===== src/rtl/stats_sequencer.sv =====
// stats_sequencer
// Collects N switch samples, then produces SUM, AVG, SUMSQ and STD.
// One iterative restoring divider is shared between the average and the
// variance, and a bit-serial square-root unit turns the variance into STD.
//
// Ports:
//   clk   in   system clock (125 MHz domain)
//   rst   in   asynchronous active-high reset
//   btnc  in   debounced level, rising edge = enter value (N or a sample)
//   btnr  in   debounced level, rising edge = latch selected value on led
//   sw    in   sample / N value; sw[1:0] selects sum/avg/sumsq/std
//   led   out  registered display value (low 8 bits of the selection)
//   busy  out  computation in progress
//   done  out  results valid
//
// Configuration macro: STATS_SEQ_STD_EN
//   defined   : DIV_VAR and SQRT phases are built, busy lasts 80 cycles
//   undefined : average only, busy lasts 32 cycles, std reads 0
module stats_sequencer #(
    parameter int DATA_W = 8,
    parameter int ACC_W  = 24
) (
    input  logic              clk,
    input  logic              rst,
    input  logic              btnc,
    input  logic              btnr,
    input  logic [DATA_W-1:0] sw,
    output logic [7:0]        led,
    output logic              busy,
    output logic              done
);

    localparam int DW = ACC_W + DATA_W;   // divider / sqrt operand width
    localparam int RW = DW / 2;           // square-root result width

    typedef enum logic [2:0] {
        LOAD_N  = 3'd0,
        COLLECT = 3'd1,
        DIV_AVG = 3'd2,
        DIV_VAR = 3'd3,
        SQRT    = 3'd4,
        DONE    = 3'd5
    } state_t;

    state_t            state_r;
    logic              btnc_q_r, btnr_q_r;
    logic [DATA_W-1:0] n_r, rem_cnt_r, avg_r;
    logic [ACC_W-1:0]  sum_r, sumsq_r;
    logic [4:0]        cnt_r;
    logic [7:0]        led_r;
    logic              busy_r, done_r;

    // Shared restoring divider
    logic [DW-1:0]     div_rem_r, div_quo_r, div_den_r;
    logic [DW:0]       div_trial_s;
    logic              div_ge_s;
    logic [DW-1:0]     div_rem_nxt_s, div_quo_nxt_s;

    logic              btnc_press_s, btnr_press_s, load_ok_s;
    logic [ACC_W-1:0]  sum_nxt_s, sumsq_nxt_s, sq_s;
    logic [7:0]        disp_s;

`ifdef STATS_SEQ_STD_EN
    logic [DATA_W-1:0] std_r;
    logic [DW-1:0]     sq_rad_r;
    logic [RW+1:0]     sq_rem_r;
    logic [RW-1:0]     sq_root_r;
    logic [RW+3:0]     sq_sh_s, sq_trial_s;
    logic              sq_ge_s;
    logic [RW+1:0]     sq_rem_nxt_s;
    logic [RW-1:0]     sq_root_nxt_s;
    logic [DW-1:0]     var_num_s, var_den_s;
`endif

    assign led  = led_r;
    assign busy = busy_r;
    assign done = done_r;

    // Button edge detection, accumulator update and one divider step
    always_comb begin
        btnc_press_s  = btnc & ~btnc_q_r;
        btnr_press_s  = btnr & ~btnr_q_r;
        // A new N is only taken while idle, and N=0 is meaningless
        load_ok_s     = btnc_press_s && (sw != '0) &&
                        ((state_r == LOAD_N) || (state_r == DONE));
        sq_s          = ACC_W'(sw) * ACC_W'(sw);
        sum_nxt_s     = sum_r + ACC_W'(sw);
        sumsq_nxt_s   = sumsq_r + sq_s;
        // Shift in the next dividend bit and try subtracting the divisor
        div_trial_s   = {div_rem_r, div_quo_r[DW-1]};
        div_ge_s      = (div_trial_s >= {1'b0, div_den_r});
        div_quo_nxt_s = {div_quo_r[DW-2:0], div_ge_s};
        if (div_ge_s) begin
            div_rem_nxt_s = DW'(div_trial_s - {1'b0, div_den_r});
        end else begin
            div_rem_nxt_s = div_trial_s[DW-1:0];
        end
    end

`ifdef STATS_SEQ_STD_EN
    // Variance operands and one square-root step (two radicand bits per cycle)
    always_comb begin
        // n*sumsq >= sum*sum always holds, so the subtraction cannot wrap
        var_num_s     = DW'(n_r) * DW'(sumsq_r) - DW'(sum_r) * DW'(sum_r);
        var_den_s     = DW'(n_r) * DW'(n_r);
        sq_sh_s       = {sq_rem_r, sq_rad_r[DW-1 -: 2]};
        sq_trial_s    = {2'b00, sq_root_r, 2'b01};
        sq_ge_s       = (sq_sh_s >= sq_trial_s);
        sq_root_nxt_s = {sq_root_r[RW-2:0], sq_ge_s};
        if (sq_ge_s) begin
            sq_rem_nxt_s = (RW+2)'(sq_sh_s - sq_trial_s);
        end else begin
            sq_rem_nxt_s = (RW+2)'(sq_sh_s);
        end
    end
`endif

    // Display selection; avg and std are hidden until results are valid
    always_comb begin
        disp_s = 8'd0;
        case (sw[1:0])
            2'b00:   disp_s = 8'(sum_r);
            2'b01:   disp_s = done_r ? 8'(avg_r) : 8'd0;
            2'b10:   disp_s = 8'(sumsq_r);
`ifdef STATS_SEQ_STD_EN
            2'b11:   disp_s = done_r ? 8'(std_r) : 8'd0;
`else
            2'b11:   disp_s = 8'd0;
`endif
            default: disp_s = 8'd0;
        endcase
    end

    // Sequencer FSM with all datapath registers and registered outputs
    always_ff @(posedge clk or posedge rst) begin
        if (rst) begin
            state_r   <= LOAD_N;
            btnc_q_r  <= 1'b0;
            btnr_q_r  <= 1'b0;
            n_r       <= '0;
            rem_cnt_r <= '0;
            sum_r     <= '0;
            sumsq_r   <= '0;
            avg_r     <= '0;
            cnt_r     <= 5'd0;
            div_rem_r <= '0;
            div_quo_r <= '0;
            div_den_r <= '0;
            led_r     <= 8'd0;
            busy_r    <= 1'b0;
            done_r    <= 1'b0;
`ifdef STATS_SEQ_STD_EN
            std_r     <= '0;
            sq_rad_r  <= '0;
            sq_rem_r  <= '0;
            sq_root_r <= '0;
`endif
        end else begin
            btnc_q_r <= btnc;
            btnr_q_r <= btnr;
            // Uses pre-update register values, so a same-cycle btnc is not seen
            if (btnr_press_s) begin
                led_r <= disp_s;
            end else begin
                led_r <= led_r;
            end
            case (state_r)
                LOAD_N, DONE: begin
                    if (load_ok_s) begin
                        n_r       <= sw;
                        rem_cnt_r <= sw;
                        sum_r     <= '0;
                        sumsq_r   <= '0;
                        avg_r     <= '0;
`ifdef STATS_SEQ_STD_EN
                        std_r     <= '0;
`endif
                        done_r    <= 1'b0;
                        state_r   <= COLLECT;
                    end
                end
                COLLECT: begin
                    if (btnc_press_s) begin
                        sum_r     <= sum_nxt_s;
                        sumsq_r   <= sumsq_nxt_s;
                        rem_cnt_r <= rem_cnt_r - DATA_W'(1);
                        if (rem_cnt_r == DATA_W'(1)) begin
                            // Final sample: start the average divide right away
                            div_quo_r <= DW'(sum_nxt_s);
                            div_rem_r <= '0;
                            div_den_r <= DW'(n_r);
                            cnt_r     <= 5'd0;
                            busy_r    <= 1'b1;
                            state_r   <= DIV_AVG;
                        end
                    end
                end
                DIV_AVG: begin
                    div_quo_r <= div_quo_nxt_s;
                    div_rem_r <= div_rem_nxt_s;
                    cnt_r     <= cnt_r + 5'd1;
                    if (cnt_r == 5'd31) begin
                        avg_r <= div_quo_nxt_s[DATA_W-1:0];
`ifdef STATS_SEQ_STD_EN
                        div_quo_r <= var_num_s;
                        div_rem_r <= '0;
                        div_den_r <= var_den_s;
                        cnt_r     <= 5'd0;
                        state_r   <= DIV_VAR;
`else
                        busy_r  <= 1'b0;
                        done_r  <= 1'b1;
                        state_r <= DONE;
`endif
                    end
                end
`ifdef STATS_SEQ_STD_EN
                DIV_VAR: begin
                    div_quo_r <= div_quo_nxt_s;
                    div_rem_r <= div_rem_nxt_s;
                    cnt_r     <= cnt_r + 5'd1;
                    if (cnt_r == 5'd31) begin
                        sq_rad_r  <= div_quo_nxt_s;
                        sq_rem_r  <= '0;
                        sq_root_r <= '0;
                        cnt_r     <= 5'd0;
                        state_r   <= SQRT;
                    end
                end
                SQRT: begin
                    sq_rad_r  <= {sq_rad_r[DW-3:0], 2'b00};
                    sq_rem_r  <= sq_rem_nxt_s;
                    sq_root_r <= sq_root_nxt_s;
                    cnt_r     <= cnt_r + 5'd1;
                    if (cnt_r == 5'd15) begin
                        std_r   <= sq_root_nxt_s[DATA_W-1:0];
                        busy_r  <= 1'b0;
                        done_r  <= 1'b1;
                        state_r <= DONE;
                    end
                end
`endif
                default: begin
                    busy_r  <= 1'b0;
                    done_r  <= 1'b0;
                    state_r <= LOAD_N;
                end
            endcase
        end
    end

endmodule


===== config.mk =====
export PLATFORM = sky130hd
export DESIGN_NAME = stats_sequencer
export DESIGN_NICKNAME = d
export VERILOG_FILES = /design/src/rtl/stats_sequencer.sv
export SDC_FILE = /design/constraint.sdc
export NUM_CORES = 1
export LEC_CHECK = 0
export BUFFER_PORTS_ARGS = -buffer_cell sky130_fd_sc_hd__buf_4
export CAP_MARGIN = 15
export CORE_ASPECT_RATIO = 2
export CORE_MARGIN = 1
export CORE_UTILIZATION = 25
export DETAILED_ROUTE_END_ITERATION = 8
export GPL_TIMING_DRIVEN = 0
export HOLD_SLACK_MARGIN = 0.08
export PLACE_DENSITY = 0.39
export SLEW_MARGIN = 20
export SYNTH_ARGS = -nofsm -noshare
export SYNTH_HDL_FRONTEND = slang
export SYNTH_SLANG_ARGS = --single-unit

===== constraint.sdc =====
create_clock -name clk -period 6.15 [get_ports clk]
set_clock_uncertainty 0.2 [all_clocks]
set_input_delay 0.3075 -clock clk [delete_from_list [all_inputs] [get_ports clk]]
set_output_delay 0.3075 -clock clk [all_outputs]
set_load 0.1 [all_outputs]

==> metrics.csv <==
stage,metric,value,unit
clock_network,clock_latency,450,ps
sta,period_minus_slack,5330,ps
min_path,hp-start,sw[1],
layout,n_fill_cell,3797,
pwr,power_leakage,4.71,nW
placement,dp_cells,1471,
placement,place.gp.congestion,0.770,
clock_network,cts_num_sinks,148,
worst_setup_path,crit_type,input pin to register,
floorplanning,io_pins,22,
yosys,ys_async_sr_fraction,100,%
global_route,grt_usage,17.0,%
route,wirelength,29.5,mm
floorplanning,start_util,25.4,%
sta,slew_headroom,30.6,%
clock_network,clockBufferDepth,2,
layout,num_antenna_cells,0,
worst_setup_path,setup.worst_path.end_class,register,
sta,setup_violations,0,
clock_network,cts_resized,0,
yosys,ys_seq_area_share,40.9,%
route,num_vias,7539,
route,drt_iter0_drc,332,
floorplanning,row_count,98,
min_path,hp-class,input pin to register,
floorplanning,dieWidth,137,um
worst_setup_path,worstSetupStartpointType,input pin,
route,first_pass_iters,5,
clock_network,root_buffer,clkbuf_16,
yosys,ys.flop_type,dfrtp_1,
layout,final_cells,1513,
pwr,cellPowerDensity,382,mW/mm^2
sta,grt_setup_unrepaired,no,
layout,final_common_cell,dfrtp_1,
yosys,synth-warning-count,0,
job,maxCapViolCount,0,
worst_setup_path,r2r_end,sumsq_r[7]$_DFFE_PP0P_,
global_route,first_global_vias,7829,
clock_network,cts_tree,yes,
layout,multiInputGateArea,0.00488,sq mm
placement,dpl.hpwl,22.3,mm
pwr,irDropWorstVdd,0.000216,V
sta,finalHoldViolations,0,
global_route,gr-total-overflow,0,
floorplanning,die_area,0.0370,sq mm
pwr,design_power_total,0.00403,W
global_route,antenna_found_initial,0,
floorplanning,core,0.0357,sq mm
worst_setup_path,cp.arrival,5440,ps
clock_network,htreeDepth,4,
placement,place_ws,566,ps
sta,fin_setup_tns,0,ps
layout,layout_common_cells,"dfrtp_1, nand2_1, a21oi_1, inv_1, o21ai_0",
floorplanning,die_h,271,um
route,post_drt_wl_per_cell,19.5,um
global_route,grt_max_degree,90,
sta,worst_pin_slew,1040,ps
yosys,synth.distinct_cells,68,
route,vias_per_cell,4.98,
route,postRouteAntennaNets,0,
layout,register_area,0.00370,sq mm
sta,slew_violations,0,
yosys,synth_area_per_cell,9.07,sq um
yosys,synth_area,0.00906,sq mm
worst_setup_path,reg2reg_depth,14,
worst_setup_path,worstPathMaxFanout,10,
yosys,syn_nets,1068,
clock_network,path_clk_slew,60,ps
global_route,grt_pass1_wl,46.1,mm
worst_setup_path,cp.required,6260,ps
layout,nets,1119,
layout,area_growth,16.4,%
sta,post-route-period-util,86.6,%
min_path,holdPathEnd,sum_r[1]$_DFFE_PP0P_,
outcome,status,completed,
sta,fin_ws,823,ps
clock_network,cts_made_buffers,17,
min_path,min_path_cells,4,
worst_setup_path,ff2ff_setup_slack,2140,ps
sta,max_freq,0.188,GHz
route,drc_errors,0,
yosys,synthCells,999,
worst_setup_path,r2r-start,sumsq_r[4]$_DFFE_PP0P_,
layout,drive_gt1_share,9.03,%
yosys,synth_edf_count,0,
yosys,yosys_register_bits,148,
placement,port_buffers,21,
==> critical path, stage by stage <==
cell	delay (ps)
dlygate4sd3_1	530
buf_4	120
clkbuf_1	430
clkbuf_1	510
and2_1	260
inv_1	70
fa_1	500
fa_1	510
inv_1	40
ha_1	260
inv_1	50
fa_1	530
inv_1	70
fa_1	460
a21o_1	170
a21oi_1	250
xnor2_1	170
xnor2_1	130
o21ai_0	80
==> registers in the layout, indices dropped and copies added (netlist names) <==
register,flops
div_rem_r,32
rem_cnt_r,8
sum_r,24
n_r,8
led,8
done,1
busy,1
div_quo_r,32
cnt_r,5
sumsq_r,8
div_den_r,8
avg_r,8
state_r,3
btnr_q_r,1
btnc_q_r,1
==> routing by layer <==
metal	vias up	track usage [%]	part of all wire, %
met5	-	0	0
met4	0	6.84	3.0
met3	34	2.73	2.2
met2	107	33.7	59
met1	3764	16.8	36
li1	3634	-	-
==> through the flow <==
stage | hold WS [ps] | utilization (%) | cell area [sq um]
after global routing | 191 | 29.6 | 10500
after detailed placement | 194 | 27.5 | 9810
after global placement | 225 | 27.4 | 9780
after floorplan | 139 | - | 9060
after CTS | 139 | 29.5 | 10500
final | 144 | 29.6 | 10500
==> worst max path at each step <==
| stage | startpoint | endpoint | slack (ps) |
|---|---|---|---|
| 5_1_grt | sw[0] | sumsq_r[7]$_DFFE_PP0P_ | 520 |
| 3_3_place_gp | rst | sumsq_r[2]$_DFFE_PP0P_ | -830 |
| 6_report | sw[0] | sumsq_r[7]$_DFFE_PP0P_ | 820 |
| 2_1_floorplan | rst | avg_r[0]$_DFFE_PP0P_ | 1660 |
| 4_1_cts | sw[0] | sumsq_r[7]$_DFFE_PP0P_ | 720 |
| 3_5_place_dp | sw[1] | sumsq_r[7]$_DFFE_PP0P_ | 570 |
==> cells by family after synthesis <==
logic type | after synthesis | synth area share, %
simple gates | 349 | 19.6
compound gates | 243 | 16.5
flops | 148 | 40.9
buf+inv | 122 | 5.29
fa+ha+maj | 57 | 9.28
xor+xnor | 46 | 4.45
mux | 34 | 3.91
==> layout make-up <==
class	instances	area share (%)
buffer	61	2.37
clock buffer	22	4.50
clock inverter	10	1.45
inverter	61	2.24
multi-input combinational	729	46.3
sequential	148	35.1
tap	450	5.34
timing repair buffer	32	2.71
==> what timing repair did <==
| action | in CTS | in global routing |
|---|---|---|
| setup buffers | 0 | 0 |
| setup endpoints to repair | 0 | 0 |
| hold buffers | 10 | 0 |
| hold endpoints to repair | 75 | 0 |
==> Yosys cell counts (all sizes together), types with 16 or more instances <==
master,count,share of area (%)
dfrtp,148,41
nand2,124,5.1
o21ai,85,4.7
a21oi,63,3.5
inv,61,2.5
nand3,58,3.3
clkbuf,47,1.9
ha,40,5.5
nor2,39,1.6
xnor2,37,3.6
and3,27,1.9
mux2i,23,2.5
fa,17,3.8
a31oi,16,1.1
nor3,16,1.1
==> power by group <==
group,internal (W),switching [W]
clock,0.000708,0.000437
combinational,0.000583,0.000885
sequential,0.00121,0.000208
total,0.00250,0.00153
No activity file was read; power rests on OpenSTA's default activity.
